===== src/rtl/lane_dly_pkg.sv =====
// lane_dly_pkg: shared FSM states and completion status codes for the lane delay-line sequencer
package lane_dly_pkg;
  typedef enum logic [2:0] {S_IDLE, S_SETUP, S_MOVE, S_GAP, S_HOLD, S_DONE} state_t;
  localparam logic [1:0] ST_OK = 2'b00, ST_OOR = 2'b01, ST_CLAMP = 2'b10;
endpackage


===== src/rtl/lane_dly_wait_cnt.sv =====
// lane_dly_wait_cnt: loadable down-counter; expired while the count sits at zero
module lane_dly_wait_cnt #(
  parameter int W = 8
) (
  input  logic         clk,
  input  logic         rst,
  input  logic         load,
  input  logic [W-1:0] val,
  output logic         expired
);
  logic [W-1:0] cnt;
  always_ff @(posedge clk)
    cnt <= rst ? '0 : load ? val : cnt - W'(cnt != '0);
  assign expired = cnt == '0;
endmodule


===== src/rtl/lane_dly_step_ctrl.sv =====
// lane_dly_step_ctrl: steps one DDR4 lane delay line under HS_IO_CLK_PAUSE and tracks tap positions
// Optional LANE_DLY_LOAD_EN: REQ_LOAD reloads the selected line to its INIT tap with one LOAD pulse.
module lane_dly_step_ctrl
  import lane_dly_pkg::*;
#(
  parameter int TAP_W       = 8,
  parameter int MAX_TAP     = 127,
  parameter int INIT_TAP_TX = 1,
  parameter int INIT_TAP_RX = 1,
  parameter int PAUSE_SETUP = 4,
  parameter int MOVE_GAP    = 2,
  parameter int PAUSE_HOLD  = 4
) (
  input  logic             FAB_CLK,
  input  logic             RESET,
  input  logic             REQ_VALID,
  output logic             REQ_READY,
  input  logic             REQ_SEL,
  input  logic             REQ_DIR,
  input  logic [TAP_W-1:0] REQ_STEPS,
  input  logic             REQ_LOAD,
  output logic             DONE_VALID,
  output logic [1:0]       DONE_STATUS,
  output logic [TAP_W-1:0] TAP_POS_TX,
  output logic [TAP_W-1:0] TAP_POS_RX,
  output logic             DELAY_LINE_SEL,
  output logic             DELAY_LINE_DIRECTION,
  output logic             DELAY_LINE_MOVE,
  output logic             DELAY_LINE_LOAD,
  output logic             HS_IO_CLK_PAUSE,
  input  logic             RX_DELAY_LINE_OUT_OF_RANGE,
  input  logic             TX_DELAY_LINE_OUT_OF_RANGE
);
  localparam logic [TAP_W-1:0] MAX_T   = TAP_W'(MAX_TAP);
  localparam logic [TAP_W-1:0] INIT_TX = TAP_W'(INIT_TAP_TX);
  localparam logic [TAP_W-1:0] INIT_RX = TAP_W'(INIT_TAP_RX);
  state_t           state;
  logic             load_op, load_req, accept, expired, cnt_load, last_gap, abort, to_hold, pos_we;
  logic [TAP_W-1:0] steps_left, req_pos, room, eff, pos, pos_nx, cnt_val;
`ifdef LANE_DLY_LOAD_EN
  assign load_req = REQ_LOAD;
`else
  assign load_req = REQ_LOAD & 1'b0;
`endif
  always_comb begin
    accept   = REQ_VALID && REQ_READY;
    req_pos  = REQ_SEL ? TAP_POS_TX : TAP_POS_RX;
    room     = REQ_DIR ? MAX_T - req_pos : req_pos;
    eff      = REQ_STEPS < room ? REQ_STEPS : room;
    pos      = DELAY_LINE_SEL ? TAP_POS_TX : TAP_POS_RX;
    last_gap = state == S_GAP && expired;
    abort    = last_gap && !load_op &&
               (DELAY_LINE_SEL ? TX_DELAY_LINE_OUT_OF_RANGE : RX_DELAY_LINE_OUT_OF_RANGE);
    to_hold  = last_gap && (abort || steps_left == '0);
    cnt_load = (state == S_IDLE && accept && (load_req || eff != '0)) || state == S_MOVE || to_hold;
    cnt_val  = state == S_IDLE ? TAP_W'(PAUSE_SETUP - 1) :
               state == S_MOVE ? TAP_W'(MOVE_GAP - 1) : TAP_W'(PAUSE_HOLD - 1);
    pos_we   = (state == S_SETUP && expired) || (last_gap && (abort || steps_left != '0));
    // an abort reverses the step that the lane controller refused
    pos_nx   = state == S_SETUP && load_op ? (DELAY_LINE_SEL ? INIT_TX : INIT_RX) :
               (DELAY_LINE_DIRECTION ^ abort) ? pos + 1'b1 : pos - 1'b1;
  end
  lane_dly_wait_cnt #(.W(TAP_W)) u_wait (
    .clk(FAB_CLK), .rst(RESET), .load(cnt_load), .val(cnt_val), .expired(expired)
  );
  always_ff @(posedge FAB_CLK) begin
    if (RESET) begin
      state                <= S_IDLE;
      REQ_READY            <= 1'b1;
      DONE_VALID           <= 1'b0;
      DONE_STATUS          <= ST_OK;
      DELAY_LINE_SEL       <= 1'b0;
      DELAY_LINE_DIRECTION <= 1'b0;
      DELAY_LINE_MOVE      <= 1'b0;
      DELAY_LINE_LOAD      <= 1'b0;
      HS_IO_CLK_PAUSE      <= 1'b0;
      load_op              <= 1'b0;
      steps_left           <= '0;
      TAP_POS_TX           <= INIT_TX;
      TAP_POS_RX           <= INIT_RX;
    end else begin
      if (pos_we && DELAY_LINE_SEL) TAP_POS_TX <= pos_nx;
      if (pos_we && !DELAY_LINE_SEL) TAP_POS_RX <= pos_nx;
      case (state)
        S_IDLE: if (accept) begin
          DELAY_LINE_SEL       <= REQ_SEL;
          DELAY_LINE_DIRECTION <= REQ_DIR;
          load_op              <= load_req;
          REQ_READY            <= 1'b0;
          steps_left           <= load_req ? TAP_W'(1) : eff;
          DONE_STATUS          <= !load_req && REQ_STEPS > room ? ST_CLAMP : ST_OK;
          state                <= load_req || eff != '0 ? S_SETUP : S_DONE;
          HS_IO_CLK_PAUSE      <= load_req || eff != '0;
          DONE_VALID           <= !load_req && eff == '0;
        end
        S_SETUP: if (expired) begin
          state           <= S_MOVE;
          DELAY_LINE_MOVE <= !load_op;
          DELAY_LINE_LOAD <= load_op;
        end
        S_MOVE: begin
          state           <= S_GAP;
          DELAY_LINE_MOVE <= 1'b0;
          DELAY_LINE_LOAD <= 1'b0;
          steps_left      <= steps_left - 1'b1;
        end
        S_GAP: if (expired) begin
          if (abort) DONE_STATUS <= ST_OOR;
          state           <= to_hold ? S_HOLD : S_MOVE;
          DELAY_LINE_MOVE <= !to_hold;
        end
        S_HOLD: if (expired) begin
          state           <= S_DONE;
          HS_IO_CLK_PAUSE <= 1'b0;
          DONE_VALID      <= 1'b1;
        end
        S_DONE: begin
          state      <= S_IDLE;
          DONE_VALID <= 1'b0;
          REQ_READY  <= 1'b1;
        end
        default: state <= S_IDLE;
      endcase
    end
  end
endmodule

===== config.mk =====
export PLATFORM = sky130hd
export DESIGN_NAME = lane_dly_step_ctrl
export DESIGN_NICKNAME = d
export VERILOG_FILES = /design/src/rtl/lane_dly_pkg.sv /design/src/rtl/lane_dly_wait_cnt.sv /design/src/rtl/lane_dly_step_ctrl.sv
export SDC_FILE = /design/constraint.sdc
export NUM_CORES = 1
export LEC_CHECK = 0
export CAP_MARGIN = 25
export CORE_UTILIZATION = 40
export CTS_BUF_LIST = sky130_fd_sc_hd__clkbuf_2 sky130_fd_sc_hd__clkbuf_4 sky130_fd_sc_hd__clkbuf_8
export DETAILED_ROUTE_END_ITERATION = 6
export GPL_ROUTABILITY_DRIVEN = 0
export PLACE_DENSITY_LB_ADDON = 0.15
export SLEW_MARGIN = 40
export SYNTH_ARGS = -nofsm -noshare
export SYNTH_HDL_FRONTEND = slang
export SYNTH_HIERARCHICAL = 1
export SYNTH_SLANG_ARGS = --single-unit

===== constraint.sdc =====
create_clock -name FAB_CLK -period 10.5 [get_ports FAB_CLK]
set_input_delay 2.1 -clock FAB_CLK [delete_from_list [all_inputs] [get_ports FAB_CLK]]
set_output_delay 2.1 -clock FAB_CLK [all_outputs]
set_load 0.02 [all_outputs]

# [Yosys cells after proc, flatten, opt, wreduce, memory -nomap -nowiden]
# Index checks and enable logic that the tools add are counted.
# W data, S select, Z words.
[word_totals] reg_bits=44 inputBits=16 out_inout_bits=25 word_cells=105
[classes] addsub=5 n_lt_le_gt_ge=2 n_eq_ne=10 mux=34 bitwise=1 reduce_logical=40
[op_table] op="$mux W8" count=7
[op_table] op="$logic_not A8 Y1" count=3
[op_table] op="$reduce_bool A8 Y1" count=3
[op_table] op="$mux W3" count=6
[op_table] op="$pmux W8 S2" count=1
[op_table] op="$sub A8 B1 Y8 const B" count=2
[op_table] op="$pmux W3 S5" count=1
[op_table] op="$mux W2" count=6
[op_table] op="$logic_and A1 B1 Y1" count=10
[op_table] op="$ne A2 B2 Y1 const B" count=5
[op_table] op="$reduce_bool A2 Y1" count=5
[op_table] op="$reduce_and A3 Y1" count=3
[op_table] op="$add A8 B1 Y8 const B" count=1
[op_table] op="$gt A8 B8 Y1" count=1
[op_table] op="$lt A8 B8 Y1" count=1
[op_table] op="$reduce_and A2 Y1" count=4
[op_table] op="$reduce_and A4 Y1" count=2
[op_table] op="$sub A7 B8 Y8 const A" count=1
[op_table] op="$sub A8 B1 Y8" count=1
[op_table] op="$mux W1" count=7
[op_table] op="$eq A3 B2 Y1 const B" count=2
[op_table] op="$eq A3 B3 Y1 const B" count=2
[op_table] op="$pmux W1 S2" count=3
[op_table] op="$pmux W1 S3" count=2
[op_table] op="other kinds (7)" count=13

# [Longest topological paths before layout]
[logic_depth] depth_word=10 depth_mapped=14 mapped_depth_nobuf=12

# [By module]
# The synthesis kept the hierarchy.
[modules_own_cells] module="lane_dly_step_ctrl" instances=1 cells_each=320 area_each_um2=2583.7
[modules_own_cells] module="lane_dly_wait_cnt" instances=1 cells_each=50 area_each_um2=426.7

# [Least setup slack after synthesis]
# Ideal clock, no wire load.
[synth_timing] path_kind="input -> register" startpoint="input REQ_SEL" endpoint="register u_wait.cnt[5]" setup_time_ps=91 arrival_ps=4940 slack_ps=5469 path_stages=14 path_buffers=2 path_cell_list="buf_1 -> mux2i_1 -> xnor2_1 -> inv_1 -> ha_1 -> a21oi_1 -> a31oi_1 -> nor4_1 -> nor2_1 -> a211o_1 -> inv_1 -> clkbuf_1 -> nor2_1 -> a311oi_1"
[synth_via] elab_chain_cells=10
[synth_lines] element="start: declaration" line="lane_dly_step_ctrl.sv:18" text="input logic REQ_SEL,"
[synth_lines] element="$mux W8 *" line="lane_dly_step_ctrl.sv:47" text="req_pos = REQ_SEL ? TAP_POS_TX : TAP_POS_RX;"
[synth_lines] element="$sub A7 B8 Y8" line="lane_dly_step_ctrl.sv:48" text="room = REQ_DIR ? MAX_T - req_pos : req_pos;"
[synth_lines] element="$mux W8 *" line="lane_dly_step_ctrl.sv:48"
[synth_lines] element="$lt A8 B8 Y1" line="lane_dly_step_ctrl.sv:49" text="eff = REQ_STEPS < room ? REQ_STEPS : room;"
[synth_lines] element="$mux W8 *" line="lane_dly_step_ctrl.sv:49"
[synth_lines] element="$reduce_bool A8 Y1 *" line="lane_dly_step_ctrl.sv:55" text="cnt_load = (state == S_IDLE && accept && (load_req || eff != '0)) || state == S_MOVE || to_hold;"
[synth_lines] element="$logic_and A1 B1 Y1 *" line="lane_dly_step_ctrl.sv:55"
[synth_lines] element="$logic_or A1 B1 Y1 * (2 in a row)" line="lane_dly_step_ctrl.sv:55"
[synth_lines] element="net cnt_load" line="lane_dly_step_ctrl.sv:38" text="logic load_op, load_req, accept, expired, cnt_load, last_gap, abort, to_hold, pos_we;"
[synth_lines] element="$mux W8 *" line="lane_dly_wait_cnt.sv:13" text="cnt <= rst ? '0 : load ? val : cnt - W'(cnt != '0);"
[synth_lines] element="end signal: assignment" line="lane_dly_wait_cnt.sv:13"
[synth_lines] element="end: declaration" line="lane_dly_wait_cnt.sv:11" text="logic [W-1:0] cnt;"
# The timed path passes the listed nets; every way through them passes the cells marked *.
# A chain may end at the register's enable or synchronous reset.

# [Worst setup path after layout]
[layout_timing] startpoint="input REQ_SEL" endpoint="register u_wait.cnt[7]"
# Same word-level chain as after synthesis.

==> impl_table.tex <==
\begin{tabular}{lr}
\hline
Metric & Value \\
\hline
\multicolumn{2}{l}{\textbf{Route}} \\
\quad Initial detailed-routing violation count & 159 \\
\quad Total length of routed wires & 7610 um \\
\quad Via count & 2806 \\
\quad Via/cell ratio & 5.56 \\
\quad Avg WL per Cell & 15.1 um \\
\quad First-pass DRT Iterations & 4 \\
\quad Drt drc & 0 \\
\quad Routed Antenna Nets & 0 \\
\multicolumn{2}{l}{\textbf{Setup path}} \\
\quad Maximum fanout along the worst path & 13 \\
\quad Crit path cell chain & clkdlybuf4s50\_1, mux2i\_1, xnor2\_1, inv\_1, ha\_1, a21oi\_1, a31oi\_1, nor4\_1, nor2\_1, a211o\_1, inv\_1, nor2\_1, a311oi\_1 \\
\quad Crit path capture type & flip-flop \\
\quad Depth of the worst register-to-register path & 12 \\
\quad Critical path data required time & 10.72 ns \\
\quad Worst endpoint data arrival time & 6.11 ns \\
\quad Worst-case register-to-register setup slack & 6.55 ns \\
\quad Critical Path Source Type & input port \\
\quad Slowest cell on the critical path & sky130\_fd\_sc\_hd\_\_clkdlybuf4s50\_1 \\
\quad Worst setup path start & REQ\_SEL \\
\quad Kind of critical path & input port to flip-flop \\
\quad Capturing point of the worst reg2reg path & TAP\_POS\_RX[6] \\
\quad Reg-to-Reg Start & u\_wait/cnt[6] \\
\quad Critical path's largest stage delay & 0.88 ns \\
\multicolumn{2}{l}{\textbf{Placed design}} \\
\quad Post-DP Area & 3470 um\^{}2 \\
\quad I/O Buffers & 38 \\
\quad Half-perimeter wire length after placement & 5540 um \\
\quad Pre-CTS WS & 4.30 ns \\
\multicolumn{2}{l}{\textbf{CTS}} \\
\quad Clock Path Buffers & 2 \\
\quad Clock latency on the worst-skew pair & around 0.3 ns \\
\quad Clock root cell & sky130\_fd\_sc\_hd\_\_clkbuf\_8 \\
\quad Number of buffers created by CTS & 5 \\
\quad Post-CTS Setup Bufs & 0 \\
\quad Clock sinks & 43 \\
\quad Maximum level of the CTS H-tree & 2 \\
\quad Clock-pin slew on the worst setup and hold paths & 0.09 ns \\
\quad Count of hold-fix buffers inserted at cts & 0 \\
\quad Clock tree from TritonCTS & built \\
\quad PostCTS Resize Cnt & 0 \\
\multicolumn{2}{l}{\textbf{Global route}} \\
\quad Met1 Usage GRT & 28.5\% \\
\quad Aggregate global routing overflow & 0 \\
\quad Total GRT Usage & 21.6\% \\
\quad Met3 routing resource usage after global routing & roughly 3.5\% \\
\quad Met2 routing resource usage after global routing & $\sim$37\% \\
\quad First-pass GRT wire length & 13100 um \\
\quad Busiest grt layer & met2 \\
\quad Pin count of the biggest net entering global routing & 50 \\
\quad Via count of the first global-routing pass & 2647 \\
\quad Initial antenna violation count & 0 \\
\multicolumn{2}{l}{\textbf{Flow run}} \\
\quad Max capacitance violation total & 0 \\
\multicolumn{2}{l}{\textbf{Power}} \\
\quad Share of power burned in combinational logic & 43.0\% \\
\quad Part of the total power dissipated in sequential elements & 35.2\% \\
\quad Design internal power & 391 uW \\
\quad Clock network fraction of total power & 21.7\% \\
\quad Switching power as a share of total power & 38.5\% \\
\quad Net switching power figure & 245 uW \\
\quad Worst-case vdd ir drop & approximately 0.075 mV \\
\quad Total power per unit cell area & $\sim$180 nW/um\^{}2 \\
\quad Standby leakage power & 1.37 nW \\
\multicolumn{2}{l}{\textbf{STA}} \\
\quad Unrepaired setup endpoints after global routing & no \\
\quad Final setup violation count & 0 \\
\quad Final hold vios & 0 \\
\quad Peak clock frequency supported by timing & 170 MHz \\
\quad Worst-case setup margin in the final layout & 4.61 ns \\
\quad Final worst path period share & 56.1\% \\
\quad Pin slew with the least headroom to its limit & 0.758 ns \\
\quad Fin Hold WS & around 0.48 ns \\
\quad Final Skew & around 0.009 ns \\
\quad Final Critical Period & 5.89 ns \\
\quad Final sum of negative setup slack & 0 ns \\
\quad Max transition margin & approximately half \\
\quad Number of slew-limit violations in the final report & 0 \\
\multicolumn{2}{l}{\textbf{Synth}} \\
\quad Top post-synthesis cells by area & sky130\_fd\_sc\_hd\_\_dfxtp\_1 (29\%), sky130\_fd\_sc\_hd\_\_ha\_1 (7.5\%), sky130\_fd\_sc\_hd\_\_a21oi\_1 (5.2\%) \\
\quad Part of the Yosys area used for sequential elements & 28.6\% \\
\quad Syn\_area\_per\_cell & 8.14 um\^{}2 \\
\quad Area leader, netlist & sky130\_fd\_sc\_hd\_\_dfxtp\_1 \\
\quad EDFF count, synth & 0 \\
\quad Post-synth ARST share & 0\% \\
\quad Synthesized instance count & 370 \\
\quad Register bit count reported by yosys & 43 \\
\quad Synth warnings & 6 \\
\quad Leading post-synthesis cells by instance count & sky130\_fd\_sc\_hd\_\_dfxtp\_1 (43), sky130\_fd\_sc\_hd\_\_nor2\_1 (32), sky130\_fd\_sc\_hd\_\_a21oi\_1 (31) \\
\quad Post-Syn Area & approximately 3000 um\^{}2 \\
\quad Cell variety after synth & 58 \\
\quad Most frequent cell after synthesis & sky130\_fd\_sc\_hd\_\_dfxtp\_1 \\
\quad Dominant synthesized flop cell & sky130\_fd\_sc\_hd\_\_dfxtp\_1 \\
\quad Share of Yosys cell area claimed by the top area cell type & 28.6\% \\
\multicolumn{2}{l}{\textbf{Floorplan}} \\
\quad Die extent in x & 88.8 um \\
\quad Std cell rows & 31 \\
\quad Placeable core region & 7250 um\^{}2 \\
\quad Die Outline Area & 7880 um\^{}2 \\
\quad Die boundary height & slightly below 90 um \\
\quad Starting density of the core & 41.5\% \\
\quad Total I/O pin count & 41 \\
\multicolumn{2}{l}{\textbf{Final layout}} \\
\quad Area growth syn-to-layout & 19.8\% \\
\quad Number of fillers in the final layout & approximately 730 \\
\quad Storage element area & approximately 860 um\^{}2 \\
\quad Antenna diode count & 0 \\
\quad Fraction of final layout cells sized beyond drive strength 1 & 7.14\% \\
\quad Post-layout instance area & 3610 um\^{}2 \\
\quad Final Net Count & 440 \\
\quad Multi-input combinational cell area & 2010 um\^{}2 \\
\quad Utilization of the core after routing & 49.7\% \\
\multicolumn{2}{l}{\textbf{Outcome}} \\
\quad Outcome & finished, final reports clean \\
\multicolumn{2}{l}{\textbf{Hold path}} \\
\quad Hold Startpoint & HS\_IO\_CLK\_PAUSE \\
\quad Worst Hold Depth & 2 \\
\quad Hold Path End & HS\_IO\_CLK\_PAUSE \\
\quad Tightest Hold Check Type & flip-flop to flip-flop \\
\hline
\end{tabular}
==> state kept, by name, indices dropped and copies added, names as in the netlist <==
register / cells
DELAY_LINE_DIRECTION: 1
DELAY_LINE_MOVE: 1
DELAY_LINE_SEL: 1
DONE_STATUS: 2
DONE_VALID: 1
HS_IO_CLK_PAUSE: 1
REQ_READY: 1
TAP_POS_RX: 8
TAP_POS_TX: 8
state: 3
steps_left: 8
u_wait/cnt: 8
==> metrics by stage <==
stage                     std cells  power (mW)
after global routing            505       0.689
after floorplan                 376       0.427
final                           505       0.636
after global placement          497       0.492
after CTS                       505       0.638
after detailed placement        497       0.497
==> final cells by class <==
cell class	instances	share of cell area [%]
Clock buffer	6	2.29
Sequential cell	43	23.9
Multi-Input combinational cell	289	55.9
Tap cell	99	3.44
Timing Repair Buffer	39	10.8
Clock inverter	2	0.972
Inverter	27	2.81
==> critical path, delay by kind of cell <==
kind / cells / cell delay [ns]
buffers and inverters: 3 / 1.25
xor gates and xnor gates: 1 / 0.23
muxes: 1 / 0.34
AOI/OAI and AO/OA: 4 / 0.97
and+or+nand+nor: 3 / 0.88
adders and majority gates: 1 / 0.33
==> how the worst max path moves through the flow <==
stage	end	cells after the start	slack [ns]
2_1_floorplan	u_wait/cnt[5]	14	5.47
6_report	u_wait/cnt[7]	13	4.61
3_5_place_dp	u_wait/cnt[5]	13	4.30
3_3_place_gp	u_wait/cnt[5]	13	4.34
5_1_grt	u_wait/cnt[6]	13	4.29
4_1_cts	u_wait/cnt[7]	13	4.60
==> per-layer routing <==
layer | wire, um | part of all wire [%]
met2 | 3680 | 48
met5 | 0 | 0
met3 | 247 | 3.2
met1 | 3570 | 47
met4 | 100 | 1.3
==> cell usage in the layout (no fill, tap or decap), types with 3 or more instances in the layout <==
master                            synthesis  final
sky130_fd_sc_hd__xor2_1                   8      8
sky130_fd_sc_hd__o31ai_1                  5      5
sky130_fd_sc_hd__nand2b_1                11     11
sky130_fd_sc_hd__ha_1                    18     18
sky130_fd_sc_hd__o21ai_0                 10     10
sky130_fd_sc_hd__inv_1                   26     26
sky130_fd_sc_hd__o22ai_1                  8      8
sky130_fd_sc_hd__nor2_1                  32     31
sky130_fd_sc_hd__xnor2_1                  7      6
sky130_fd_sc_hd__or4_1                    4      4
sky130_fd_sc_hd__a211oi_1                 8      8
sky130_fd_sc_hd__nor2b_1                  3      3
sky130_fd_sc_hd__nand2_1                 25     25
sky130_fd_sc_hd__nor3b_1                  4      4
sky130_fd_sc_hd__clkbuf_8                 0      6
sky130_fd_sc_hd__mux2i_1                 14     14
sky130_fd_sc_hd__nor4_1                  10     10
sky130_fd_sc_hd__a311oi_1                 3      3
sky130_fd_sc_hd__nand4_1                  5      5
sky130_fd_sc_hd__or3_1                    3      3
sky130_fd_sc_hd__a21oi_1                 31     31
sky130_fd_sc_hd__a31oi_1                  4      4
sky130_fd_sc_hd__nand3b_1                 5      5
sky130_fd_sc_hd__conb_1                   2      8
sky130_fd_sc_hd__clkdlybuf4s50_1          0     38
sky130_fd_sc_hd__nor3_1                   5      5
sky130_fd_sc_hd__nand3_1                 11     11
sky130_fd_sc_hd__dfxtp_1                 43     43
sky130_fd_sc_hd__mux2_2                  12     12
==> cell families after synthesis <==
family	count (synthesis)	share of synthesized area (%)
and+or+nand+nor	133	24.3
AOI/OAI and AO/OA	86	18.2
buffers and inverters	44	5.78
DFF	43	28.6
muxes	27	9.60
adders and majority gates	19	8.15
xor gates and xnor gates	16	5.11
other	2	0.249
==> power by group through the flow <==
| stage | Combinational, mW | Clock [mW] | Sequential, mW |
|---|---|---|---|
| 4_1_cts | 0.273 | 0.142 | 0.224 |
| 3_5_place_dp | 0.270 | 0 | 0.227 |
| 5_1_grt | 0.311 | 0.148 | 0.230 |
| 3_3_place_gp | 0.265 | 0 | 0.227 |
| 2_1_floorplan | 0.202 | 0 | 0.225 |
| 6_report | 0.274 | 0.138 | 0.224 |
Power figures use the tool's default switching activity.
